<file path="config.mk">
export PLATFORM = sky130hd
export DESIGN_NAME = bus_timer
export DESIGN_NICKNAME = d
export VERILOG_FILES = /design/src/rtl/bus_timer.sv
export SDC_FILE = /design/constraint.sdc
export NUM_CORES = 1
export LEC_CHECK = 0
export CORE_MARGIN = 5
export CORE_UTILIZATION = 62
export CTS_CLUSTER_SIZE = 30
export DETAILED_ROUTE_END_ITERATION = 16
export PLACE_DENSITY = 0.86
export SYNTH_ARGS = -nofsm -noshare
export SYNTH_HDL_FRONTEND = slang
export SYNTH_SLANG_ARGS = --single-unit
</file>
<file path="constraint.sdc">
create_clock -name clk -period 3.6 [get_ports clk]
set_input_delay 0.72 -clock clk [delete_from_list [all_inputs] [get_ports clk]]
set_output_delay 0.72 -clock clk [all_outputs]
set_load 0.01 [all_outputs]
</file>
<file path="src/rtl/bus_timer.sv">
`default_nettype none
// ============================================================================
// Module      : bus_timer
// Description : Memory-mapped 16-bit interval timer with an 8-bit prescaler,
//               one-shot/continuous modes and an active-low interrupt.
// Revision    : 1.0 - initial release
// ============================================================================
module bus_timer #(
    parameter logic [15:0] BASE_ADDR  = 16'hD000,
    parameter int          PRESCALE_W = 8
) (
    input  logic        clk,
    input  logic        reset,
    input  logic [15:0] address,
    input  logic [7:0]  wr_data,
    input  logic        wr_enable,
    output logic [7:0]  rd_data,
    output logic        rd_hit,
    output logic        irq_n
);

    localparam logic [2:0] C_OFF_CTRL     = 3'd0;
    localparam logic [2:0] C_OFF_STATUS   = 3'd1;
    localparam logic [2:0] C_OFF_LATCH_LO = 3'd2;
    localparam logic [2:0] C_OFF_LATCH_HI = 3'd3;
    localparam logic [2:0] C_OFF_COUNT_LO = 3'd4;
    localparam logic [2:0] C_OFF_COUNT_HI = 3'd5;
    localparam logic [2:0] C_OFF_PRESCALE = 3'd6;

    logic                  ctrl_run;
    logic                  ctrl_cont;
    logic                  ctrl_irq_en;
    logic                  running;
    logic                  flag;
    logic [7:0]            latch_lo;
    logic [7:0]            latch_hi;
    logic [15:0]           count;
    logic [7:0]            snap_hi;
    logic [PRESCALE_W-1:0] prescale;
    logic [PRESCALE_W-1:0] pre_cnt;

    logic       hit;
    logic [2:0] offset;
    logic       wr_hit;
    logic       wr_latch_hi;
    logic       pre_match;
    logic       tick;
    logic       expire;
    logic [7:0] rd_mux;

    assign hit         = (address[15:3] == BASE_ADDR[15:3]);
    assign offset      = address[2:0];
    assign wr_hit      = wr_enable & hit;
    assign wr_latch_hi = wr_hit & (offset == C_OFF_LATCH_HI);
    assign pre_match   = (pre_cnt == prescale);
    // A simultaneous LATCH_HI load swallows the tick entirely, expiry included.
    assign tick        = running & pre_match & ~wr_latch_hi;
    // A zero count while running counts as an expiry, so the counter never wraps.
    assign expire      = tick & (count <= 16'd1);
    assign irq_n       = ~(flag & ctrl_irq_en);

    always_comb begin
        rd_mux = 8'h00;
        case (offset)
            C_OFF_CTRL:     rd_mux = {5'b0, ctrl_irq_en, ctrl_cont, ctrl_run};
            C_OFF_STATUS:   rd_mux = {6'b0, running, flag};
            C_OFF_LATCH_LO: rd_mux = latch_lo;
            C_OFF_LATCH_HI: rd_mux = latch_hi;
            C_OFF_COUNT_LO: rd_mux = count[7:0];
            C_OFF_COUNT_HI: rd_mux = snap_hi;
            C_OFF_PRESCALE: rd_mux = 8'(prescale);
            default:        rd_mux = 8'h00;
        endcase
    end

    always_ff @(posedge clk or posedge reset) begin
        if (reset) begin
            ctrl_run    <= 1'b0;
            ctrl_cont   <= 1'b0;
            ctrl_irq_en <= 1'b0;
            running     <= 1'b0;
            flag        <= 1'b0;
            latch_lo    <= 8'h00;
            latch_hi    <= 8'h00;
            count       <= 16'h0000;
            snap_hi     <= 8'h00;
            prescale    <= '0;
            pre_cnt     <= '0;
            rd_data     <= 8'h00;
            rd_hit      <= 1'b0;
        end else begin
            rd_hit  <= hit;
            rd_data <= hit ? rd_mux : 8'h00;

            if (hit && offset == C_OFF_COUNT_LO) begin
                snap_hi <= count[15:8];
            end

            if (running) begin
                pre_cnt <= pre_match ? '0 : pre_cnt + 1'b1;
            end

            // Clear is evaluated before expiry so a coincident expiry wins.
            if (wr_hit && offset == C_OFF_STATUS && wr_data[0]) begin
                flag <= 1'b0;
            end

            if (tick) begin
                if (expire) begin
                    flag <= 1'b1;
                    if (ctrl_cont) begin
                        count <= {latch_hi, latch_lo};
                    end else begin
                        count    <= 16'h0000;
                        running  <= 1'b0;
                        ctrl_run <= 1'b0;
                    end
                end else begin
                    count <= count - 16'd1;
                end
            end

            if (wr_hit) begin
                case (offset)
                    C_OFF_CTRL: begin
                        ctrl_run    <= wr_data[0];
                        ctrl_cont   <= wr_data[1];
                        ctrl_irq_en <= wr_data[2];
                        if (!wr_data[0]) begin
                            running <= 1'b0;
                        end else if (count != 16'h0000) begin
                            running <= 1'b1;
                        end
                    end
                    C_OFF_LATCH_LO: latch_lo <= wr_data;
                    C_OFF_LATCH_HI: begin
                        latch_hi <= wr_data;
                        count    <= {wr_data, latch_lo};
                        pre_cnt  <= '0;
                        running  <= ctrl_run;
                    end
                    C_OFF_PRESCALE: prescale <= PRESCALE_W'(wr_data);
                    default: ;
                endcase
            end
        end
    end

endmodule
`default_nettype wire

</file>
==> metrics.txt <==
initial core utilization 0.642; final setup vio count 0; drt total wl 10.2 mm; CTS Hold Buffers Added 0; Comb pwr share 0.067; Synth Cell Area 0.00383 mm^2; Fill cells 428; worst hold start latch_hi[6]; first-pass GRT wire length 16.5 mm; Fin. Hold Viols 0; crit path DAT 2.88 ns; Setup Total Neg Slack 0 ns; Clock Pin Slew Worst Setup and Hold Paths 0.07 ns; Flop pwr share 0.560; layout cell share with drive strength beyond 1 0.140; row count 28; ANT cells 0; PwrDens 321 mW/mm^2; H-tree level count 3; RSZ-0062 raised after global routing false; Initial DRC Count 449; GR peak layer met2; leakage 1.98 nW; skew final 0.00898 ns; Startpoint Class input port; CTS Buf Count 9; GR Overflow Total 0; met2 GRT Util 0.439; Worst Hold Path EP latch_hi[6]; Syn Nets 424; relative slew slack 0.540; status finished, final reports clean; YS warnings 0; Slew @ Worst Pin 0.688 ns; final period utilization 0.739; Peak Freq 376 MHz; Area contributors post-synth dfrtp_1 46%, mux2_2 9.4%, nand2_1 4.8%; pin count of the biggest net entering global routing 28; root buffer cell clkbuf_8; Post-synth EDFFs 0; Die H 88.6 um; WP data required 3.82 ns; sequential area share after synthesis 0.458; via count 3327; Cells after Synth 394; PostCTS Resize Cnt 0; r2r setup slk 1.02 ns; Int Pwr 0.00109 W; WHS 0.499 ns; drt drc 0; Reg area 0.00175 mm^2; Final #Nets 457; Layout area overhead 14.8%; largest area contributor in the netlist dfrtp_1; r2r worst-path depth 8; clock buffer depth 2; ys async rst share 1.00; vias per inst 6.59; Setup crit end kind flop; Avg Inst Size Synth 9.71 um^2; Total Routing Usage GR 0.282; Top Ports 37; max cap viols 0; Die W 88.6 um; Setup CP Type in -> reg; initial antenna violation count 0; Sw Share 0.228; DP Wirelength 7.63 mm; Final Max Slew Viols 0; # clock sinks 70; 1st-pass router iterations 5; Clk pwr share 0.373; met1 Track Usage GR 0.384; DIE AREA 0.00784 mm^2; CTS tree yes; Max VDD drop 0.000253 V; P_sw 0.000322 W; gpl congestion 0.926; Core Box Area 0.00596 mm^2; number of library cell types mapped by synthesis 53; area of the multi-input gates 0.00196 mm^2; hold depth 2; Hold Path Class reg -> reg; area share of the leading cell type in the synthesized netlist 0.458; DR WL/cell 20.1 um; critical path peak fanout 12; Clock Latency Late Sink 0.34 ns; r2r endpoint count[14]; main flop type after synthesis dfrtp_1; Tmin final 2.66 ns; vias in the first global route 3212; met3 Use GR 0.0531; post-CTS setup buffers 0; #FFs+latches synth 70; port buffer count 36; ANT nets after route 0; RR Startpoint count[1]
-- cell usage after synthesis, types with 3 or more instances --
cell type   n
a22oi_1     4
o2bb2ai_1   4
nand3_1    14
nand4_1     7
a21oi_1    15
a221oi_1    3
nand2_1    49
mux2i_1     6
o21ai_0     8
nor4b_1     3
or3_1       5
a222oi_1    4
nor4_1      3
ha_1        3
nor2b_1     5
and3_1      8
mux2_2     32
dfrtp_1    70
nor2_1     35
a31oi_1     5
clkbuf_1   16
xnor2_1     9
a32oi_1     3
inv_1       4
nor3_1     13
xor2_1     14
o21ai_1    13
a22o_1      5
-- registers in the layout (all words and copies together), names as in the netlist, 8 cells and up --
name / count
count: 16
latch_lo: 8
prescale: 8
latch_hi: 8
pre_cnt: 8
snap_hi: 8
rd_data: 8
-- kinds of logic after synthesis --
group | synth area share
buffers and inverters | 0.0307
adder cells (fa/ha/maj) | 0.00981
AND/OR/NAND/NOR | 0.210
XOR/XNOR | 0.0527
AO/OA/AOI/OAI | 0.129
multiplexers | 0.110
flip-flops | 0.458
-- metrics by stage --
| step | area, um^2 | worst slack (ns) | util | cells | total power, W |
|---|---|---|---|---|---|
| 5_1_grt | 4390 | 0.789 | 0.738 | 505 | 0.00146 |
| 2_1_floorplan | 3830 | 1.11 | - | 394 | 0.000847 |
| 6_report | 4390 | 0.940 | 0.738 | 505 | 0.00141 |
| 3_5_place_dp | 4240 | 0.621 | 0.712 | 491 | 0.000898 |
| 4_1_cts | 4390 | 0.979 | 0.738 | 505 | 0.00142 |
| 3_3_place_gp | 4240 | 0.624 | 0.712 | 491 | 0.000896 |
-- layout by cell type (no fill, tap or decap), drive strengths merged, types with 4 or more instances in the layout --
master | Yosys | final
dfrtp | 70 | 70
nand2 | 50 | 50
clkdlybuf4s50 | 0 | 36
nor2 | 35 | 35
mux2 | 32 | 32
o21ai | 21 | 21
a21oi | 15 | 15
nand3 | 14 | 14
xor2 | 14 | 14
nor3 | 13 | 13
clkbuf | 16 | 12
xnor2 | 9 | 9
and3 | 8 | 8
buf | 6 | 8
nand4 | 7 | 7
mux2i | 6 | 6
nor2b | 5 | 5
or3 | 5 | 5
a31oi | 5 | 5
a22o | 5 | 5
nor4 | 5 | 5
a22oi | 4 | 4
o2bb2ai | 4 | 4
a222oi | 4 | 4
inv | 4 | 4
-- area by class of cell --
| type | instances | share of cell area |
|---|---|---|
| clock buffer | 12 | 0.0330 |
| clock inverter | 2 | 0.00228 |
| inverter | 4 | 0.00342 |
| multi-input combinational | 298 | 0.445 |
| sequential | 70 | 0.399 |
| tap | 75 | 0.0214 |
| timing repair buffer | 44 | 0.0957 |
-- per-layer routing --
metal | vias to the layer above | routed length [um]
met5 | - | 0
met1 | 1622 | 4130
met3 | 30 | 916
met4 | 0 | 335
met2 | 180 | 4780
li1 | 1495 | -
-- how the worst max path moves through the flow --
stage	startpoint	endpoint	slack (ns)	cells past startpoint
3_3_place_gp	address[13]	count[14]	0.62	7
5_1_grt	address[13]	count[12]	0.79	7
6_report	address[13]	count[10]	0.94	7
4_1_cts	address[2]	latch_lo[1]	0.98	5
2_1_floorplan	reset	count[0]	1.11	1
3_5_place_dp	address[2]	latch_lo[5]	0.62	5
-- worst max-delay path, stage by stage --
cell,delay (ns)
clkdlybuf4s50_1,0.40
nor4b_1,0.41
and4_1,0.36
and4_1,0.53
nor2_1,0.20
a22oi_1,0.17
o21ai_1,0.08
-- power by group through the flow --
stage	logic (W)	registers [W]	clock network, W
6_report	0.0000944	0.000789	0.000527
5_1_grt	0.000102	0.000788	0.000572
4_1_cts	0.0000938	0.000789	0.000538
3_5_place_dp	0.0000937	0.000804	0
3_3_place_gp	0.0000918	0.000804	0
2_1_floorplan	0.0000440	0.000803	0
No activity file was read; power rests on OpenSTA's default activity.
